[config.mk]
export PLATFORM = sky130hd
export DESIGN_NAME = uart_alu_sequencer
export DESIGN_NICKNAME = d
export VERILOG_FILES = /design/src/rtl/uart_alu_pkg.sv /design/src/rtl/seq_timeout_counter.sv /design/src/rtl/uart_alu_sequencer.sv
export SDC_FILE = /design/constraint.sdc
export NUM_CORES = 1
export LEC_CHECK = 0
export ABC_AREA = 1
export BUFFER_PORTS_ARGS = -buffer_cell sky130_fd_sc_hd__buf_2
export CORE_ASPECT_RATIO = 1.1
export CORE_MARGIN = 2
export CORE_UTILIZATION = 40
export CTS_CLUSTER_DIAMETER = 40
export CTS_CLUSTER_SIZE = 28
export DETAILED_ROUTE_END_ITERATION = 16
export SETUP_SLACK_MARGIN = 0.5
export SLEW_MARGIN = 5
export SYNTH_ARGS = -nofsm -noshare
export SYNTH_HDL_FRONTEND = slang
export SYNTH_SLANG_ARGS = --single-unit
[constraint.sdc]
create_clock -name clock -period 1.95 [get_ports clock]
set_clock_uncertainty 0.05 [all_clocks]
set_input_delay 0.4875 -clock clock [delete_from_list [all_inputs] [get_ports clock]]
set_output_delay 0.4875 -clock clock [all_outputs]
set_load 0.02 [all_outputs]
[src/rtl/uart_alu_pkg.sv]
// Shared definitions for the UART/ALU sequencer: FSM state codes, the ALU
// opcode map, and small helpers used by the sequencer.
package uart_alu_pkg;

    // Sequencer state encoding
    localparam logic [2:0] S_OP   = 3'd0;
    localparam logic [2:0] S_A    = 3'd1;
    localparam logic [2:0] S_B    = 3'd2;
    localparam logic [2:0] S_EXEC = 3'd3;
    localparam logic [2:0] S_SEND = 3'd4;

    // Opcode map shared with the ALU
    localparam logic [5:0] ADD = 6'b100000;
    localparam logic [5:0] SUB = 6'b100010;
    localparam logic [5:0] AND = 6'b100100;
    localparam logic [5:0] OR  = 6'b100101;
    localparam logic [5:0] XOR = 6'b100110;
    localparam logic [5:0] SRA = 6'b000011;
    localparam logic [5:0] SRL = 6'b000010;
    localparam logic [5:0] NOR = 6'b100111;

    // True in the states that pull a frame byte from the RX FIFO
    function automatic logic is_fetch(input logic [2:0] s);
        return (s == S_OP) || (s == S_A) || (s == S_B);
    endfunction

    // True in the states guarded by the inter-byte timeout
    function automatic logic is_mid_frame(input logic [2:0] s);
        return (s == S_A) || (s == S_B);
    endfunction

endpackage

[src/rtl/seq_timeout_counter.sv]
// Up-counter with clear, load and enable; flags the terminal count
// (TERMINAL-1) so the owner can act on the same cycle. The counter parks at
// the terminal value instead of wrapping, so a late clear is harmless.
module seq_timeout_counter #(
    parameter int NB       = 20,
    parameter int TERMINAL = 1_000_000
) (
    input  logic          clock,
    input  logic          reset,
    input  logic          clear,
    input  logic          load,
    input  logic [NB-1:0] load_val,
    input  logic          enable,
    output logic          tc
);

    localparam logic [NB-1:0] TC_VAL = NB'(TERMINAL - 1);

    logic [NB-1:0] count;

    // Count register: clear beats load beats increment
    always_ff @(posedge clock) begin
        if (reset)
            count <= '0;
        else if (clear)
            count <= '0;
        else if (load)
            count <= load_val;
        else if (enable && (count != TC_VAL))
            count <= count + 1'b1;
    end

    assign tc = (count == TC_VAL);

endmodule

[src/rtl/uart_alu_sequencer.sv]
// Pulls 3-byte command frames (opcode, A, B) from the RX FIFO into the ALU
// operand registers, captures the ALU result and pushes it to the TX FIFO.
// A stalled partial frame is dropped after TIMEOUT_CYC idle cycles so the
// host can resynchronise.
module uart_alu_sequencer
    import uart_alu_pkg::*;
#(
    parameter int DBIT        = 8,
    parameter int NB_OP       = 6,
    parameter int TIMEOUT_CYC = 1_000_000,
    parameter int NB_TO       = 20
) (
    input  logic             clock,
    input  logic             reset,
    input  logic             i_rx_empty,
    input  logic [DBIT-1:0]  i_rx_data,
    output logic             o_rx_rd,
    input  logic             i_tx_full,
    output logic             o_tx_wr,
    output logic [DBIT-1:0]  o_tx_data,
    output logic [NB_OP-1:0] o_alu_op,
    output logic [DBIT-1:0]  o_alu_a,
    output logic [DBIT-1:0]  o_alu_b,
    input  logic [DBIT-1:0]  i_alu_result,
    output logic             o_busy,
    output logic             o_timeout,
    output logic [7:0]       o_frame_cnt
);

    logic [2:0] state;
    logic [2:0] state_nxt;
    logic       to_tc;
    logic       to_clear;

    // Inter-byte timer only runs between bytes of a frame; any pop, a fired
    // timeout or leaving the frame states restarts it from zero.
    assign to_clear = !is_mid_frame(state) || o_rx_rd || o_timeout;

    seq_timeout_counter #(
        .NB       (NB_TO),
        .TERMINAL (TIMEOUT_CYC)
    ) u_timeout (
        .clock    (clock),
        .reset    (reset),
        .clear    (to_clear),
        .load     (1'b0),
        .load_val ('0),
        .enable   (is_mid_frame(state)),
        .tc       (to_tc)
    );

    // State register
    always_ff @(posedge clock) begin
        if (reset)
            state <= S_OP;
        else
            state <= state_nxt;
    end

    // Next-state logic; a pop at terminal count wins over the timeout
    always_comb begin
        state_nxt = state;
        case (state)
            S_OP:    if (o_rx_rd) state_nxt = S_A;
            S_A:     if (o_rx_rd) state_nxt = S_B;
                     else if (o_timeout) state_nxt = S_OP;
            S_B:     if (o_rx_rd) state_nxt = S_EXEC;
                     else if (o_timeout) state_nxt = S_OP;
            S_EXEC:  state_nxt = S_SEND;
            S_SEND:  if (o_tx_wr) state_nxt = S_OP;
            default: state_nxt = S_OP;
        endcase
    end

    // FIFO strobes and status; strobes are masked while reset is held so a
    // reset cycle never moves data
    always_comb begin
        o_rx_rd   = 1'b0;
        o_tx_wr   = 1'b0;
        o_busy    = (state != S_OP);
        o_timeout = 1'b0;
        if (!reset) begin
            if (is_fetch(state))
                o_rx_rd = !i_rx_empty;
            if (state == S_SEND)
                o_tx_wr = !i_tx_full;
            o_timeout = is_mid_frame(state) && to_tc && i_rx_empty;
        end
    end

    // Operand/opcode capture, result capture and frame counter. Operands
    // keep their value until the matching byte of a later frame arrives.
    always_ff @(posedge clock) begin
        if (reset) begin
            o_alu_op    <= '0;
            o_alu_a     <= '0;
            o_alu_b     <= '0;
            o_tx_data   <= '0;
            o_frame_cnt <= '0;
        end else begin
            if (o_rx_rd) begin
                case (state)
                    S_OP:    o_alu_op <= i_rx_data[NB_OP-1:0];
                    S_A:     o_alu_a  <= i_rx_data;
                    S_B:     o_alu_b  <= i_rx_data;
                    default: ;
                endcase
            end
            if (state == S_EXEC)
                o_tx_data <= i_alu_result;
            if (o_tx_wr)
                o_frame_cnt <= o_frame_cnt + 8'd1;
        end
    end

    // FIFO protocol guards
    a_no_pop_when_empty: assert property (@(posedge clock) disable iff (reset)
        !(o_rx_rd && i_rx_empty));
    a_no_push_when_full: assert property (@(posedge clock) disable iff (reset)
        !(o_tx_wr && i_tx_full));

endmodule
== Yosys cells after proc, flatten, opt, wreduce, memory -nomap -nowiden ==
Cells that the tools add are included.
Widths: inputs -> output; s select.
Cells by class
  $add $sub $neg: 2
  equality and inequality tests: 8
  multiplexer cells: 11
  reductions and logical operators: 18
Operator list (count)
  $add 20x1->20 const B: 1
  $eq 20x20->1 const B: 1
  $ne 20x20->1 const B: 1
  $mux 3: 5
  $pmux 3 s5: 1
  $add 8x1->8 const B: 1
  $reduce_and 2->1: 4
  $eq 3x2->1 const B: 2
  $logic_or 1x1->1: 5
  $mux 1: 5
  $ne 2x2->1 const B: 2
  $eq 3x1->1 const B: 1
  $eq 3x3->1 const B: 1
  $logic_and 1x1->1: 3
  $logic_not 1->1: 3
  $logic_not 3->1: 1
  $reduce_bool 3->1: 1
  $reduce_or 2->1: 1
Storage, ports and cells
  flip-flop bits (word level): 61
  input port bits: 20
  output and inout bits: 42
  logic and storage cells: 46

== Longest topological paths before layout ==
  depth after elaboration: 8
  depth in mapped cells: 11
  depth with buffers taken out: 10

== Cells and area by module ==
From an unflattened synthesis, not the netlist that was laid out.
Unflattened totals
  cell total of the unflattened synthesis: 494
  area, all modules: 3240.6 sq um
By module, submodules not included
  uart_alu_sequencer: instances 1, cells each 224, area an instance 1705.4 sq um, sequential area each 820.8 sq um
  seq_timeout_counter: instances 1, cells each 270, area an instance 1535.2 sq um, sequential area each 400.4 sq um

== Worst setup path after synthesis ==
Ideal clock, no wire load.
  kind: input -> output
  start: in reset
  end: out o_timeout
  arrival: 1.538 ns
  required time: 1.412 ns
  slack: -0.126 ns
  cell stages on the path: 5
  path buffers: 1
  cells stage by stage: buf_2 > clkinv_1 > nand2_1 > a21oi_1 > nor3b_1
On the way
  cells in the longest elaborated chain, start to end: 1
Ends and longest elaborated chain
  start, declared: RTL line uart_alu_sequencer.sv:14  | input logic reset,
  $mux 1: RTL line uart_alu_sequencer.sv:82  | if (!reset) begin
  end, declared: RTL line uart_alu_sequencer.sv:26  | output logic o_timeout,
No other way between the ends.

== Worst setup path after layout ==
  start: reg state[0]
  end: out o_timeout
On the way
  cells in the longest elaborated chain, start to end: 5
  elaborated cells on any way between the ends: 6
  classes of those cells: eq/ne (2); mux (1); reduce/logical (3)
Ends and longest elaborated chain
  start, declared: RTL line uart_alu_sequencer.sv:30  | logic [2:0] state;
  start signal, assigned: RTL line uart_alu_sequencer.sv:57  | state <= state_nxt;
  $eq 3x1->1 or $eq 3x2->1 (tied branches): RTL line uart_alu_pkg.sv:29  | return (s == S_A) || (s == S_B);
  $logic_or 1x1->1 (*): RTL line uart_alu_pkg.sv:29
  $logic_and 1x1->1 (*) (2 in a row): RTL line uart_alu_sequencer.sv:87  | o_timeout = is_mid_frame(state) && to_tc && i_rx_empty;
  $mux 1 (*): RTL line uart_alu_sequencer.sv:82
Mark *: on every way between the ends. The rest lies on a longest branch, timed or not.

==> run summary <==
status: complete, but fails checks
failing checks: setup timing
Post-Syn Instances: 419
Netlist cell types: 29
Worst-Skew Late Latency: 340 ps
worst hold slack: 321 ps
main combinational cell family by area after synthesis: simple AND/OR/NAND/NOR gates
slowest stage delay, CP: 390 ps
Max FO, Critical Path: 3
Die Wd: 85.2 um
Synth area leader: dfxtp_1
Port Buffers: 61
PD cells: 621 nW/um^2
CTS buffer count: 9
Seq/Total Area, Yosys: 42.1%
Final Max Slew Viols: 0
met2 Use GR: 37.2%
Post-Synth Adder-Cell Area: 0.862%
part of the cycle the worst path needs: 103%
top cells by area, synth: dfxtp_1 (42%), nand2_1 (18%), nor2_1 (8.1%)
CTS sink cnt: 61
global-route wire length before repair: 13.6 mm
initial antenna violation count: 0
Worst EP arrival: 1460 ps
yosys warns: 0
vias: 3,117
met3 Usage GRT: 5.83%
post-cts hold buffer count: 0
XOR/XNOR share of the synthesized area: 4.83%
H-tree levels: 3
met1 Usage GRT: 24.6%
CTS tree: yes
worst vdd ir: 471 uV
Synth Register Bits: 61
share of layout cells above drive strength 1: 49.4%
diode count: 0
commonest non-fill, non-tap cell in the layout: nand2_1
core footprint: 7010 sq um
CTS clk-pin slew, worst paths: 80 ps
clock tree buffer depth: 2
worst setup margin: -50.2 ps
Hold Crit Class: in2reg
Root Driver: clkbuf_8
CP Cell Sequence: inv_4 > nor2_4 > nand2_4 > a21oi_4 > nor3b_4 > buf_6
Syn Area/Cell: 6.93 sq um
syn_nets: 441
Final Hold Fails: 0
post-place setup slack: 94.0 ps
Pre-antenna DRT Iters: 4
1st-iter DRT viols: 108
crit end category: primary output
layout net count: 557
DIE AREA: 7960 sq um
required time worst endpoint: 1410 ps
initial core utilization: 41.4%
largest net degree at the start of global routing: 35
Slew headroom: 76.4%
post-synthesis compound-gate area fraction: 11.2%
post-synth top area share: 42.1%
vias in the first global route: 3,018
final WL: 9.00 mm
num rows: 32
DRC: 0
Leak: 2.06 nW
Worst path slowest cell: dfxtp_4
antenna viol nets, final: 0
min Tclk post-route: 2000 ps
vias per cell: 4.99
Post-Syn Area: 2900 sq um
Die Y: 93.3 um
multiplexer share of the synthesized area: 0%
grt total ovfl: 0
Max-Cap Viols: 0
GRT Util Overall: 21.6%
unrepaired setup endpoints after global routing: true
final setup fails: 2
Worst Setup Start Kind: register
drt wl/cell: 14.4 um
critical path type: reg2out
I/O Pins: 62
Post-Synth Simple-Gate Area: 34.6%
Worst-Margin Slew: 354 ps
Post-DP HPWL: 5.10 mm
commonest non-fill, non-tap cells in the layout: nand2_1 (110), buf_2 (52), nor2_1 (47)
post-route setup TNS: -62.9 ps
maximum clock rate: 500 MHz
global route hottest layer: met2
RePlAce Congestion: 0.843
Area Overhead vs Synth: 59.3%
[report_power, final]
| group | internal [mW] | leakage, nW | switching [mW] |
|---|---|---|---|
| clock | 0.634 | 0.103 | 0.551 |
| combinational | 0.165 | 1.45 | 0.247 |
| sequential | 1.26 | 0.508 | 0.0163 |
| total | 2.06 | 2.06 | 0.814 |
[stage by stage]
stage               instances  power, mW  instance area [sq um]  utilization [%]
finish                    625       2.87                   4620             66.0
global route              625       2.99                   4620             66.0
CTS                       612       2.85                   4310             61.5
detailed placement        570       1.55                   3470             49.5
global placement          570       1.55                   3470             49.5
floorplan                 419       1.48                   3020                -
[repair_timing]
item	4_1_cts	5_1_grt
gates resized for setup	116	64
hold endpoints to repair	0	0
setup buffers	21	11
pin swaps	28	26
endpoints found under the setup margin	31	50
gates cloned	5	2
[layer usage]
layer	up-vias	part of all wire, %
met3	21	3.8
met1	1459	41
met2	71	53
met4	0	2.8
met5	-	0
li1	1566	-
[worst paths after layout]
check,cells after the start,slack [ps],startpoint,endpoint
worst max-delay path,6,-50,state[0]$_SDFFE_PP0P_,o_timeout
worst max register to register,11,280,u_timeout.count[10]$_SDFFE_PP0P_,u_timeout.count[10]$_SDFFE_PP0P_
worst min-delay path,3,320,i_rx_data[6],o_alu_a[6]$_SDFFE_PP0P_
worst min register to register,2,430,o_alu_op[0]$_SDFFE_PP0P_,o_alu_op[0]$_SDFFE_PP0P_
[cell type report]
cell class              instances  area, sq um
inverters                      30          151
repair buffers                111          822
flip-flops and latches         61         1270
fillers                       565         2380
multi-input cells             320         2040
repair inverters                2         21.3
well taps                      85          106
clock inverters                 6         68.8
clock buffers                  10          138
[cells in the mapped netlist, drive strengths merged]
cell type  number
nand3b          1
nor3            6
xnor2           6
a21oi          25
and2            1
o21ai          32
xor2           10
nand4           5
buf             8
dfxtp          61
nand2         150
ha              2
clkinv          2
a31oi           1
nor3b           1
inv            28
clkbuf          3
nand3           9
nor2           68
[cells by family (layout without fill, tap and decap cells)]
| group | count (synthesis) | after routing |
|---|---|---|
| simple gates | 241 | 244 |
| buf+inv | 41 | 159 |
| fa+ha+maj | 2 | 2 |
| flops | 61 | 61 |
| xor+xnor | 16 | 16 |
| compound gates | 58 | 58 |
[worst max-delay path, delay by kind of cell, from the launching register on]
kind,cells,cell delay [ps]
buffers and inverters,2,190
and+or+nand+nor,3,380
AOI/OAI and AO/OA,1,160
DFF,1,390
[flip-flops by register name, summed over array words and instances (netlist names)]
signal	count
u_timeout.count	20
o_alu_a	8
o_alu_b	8
o_frame_cnt	8
o_tx_data	8
o_alu_op	6
state	3
No activity file was read; power rests on OpenSTA's default activity.
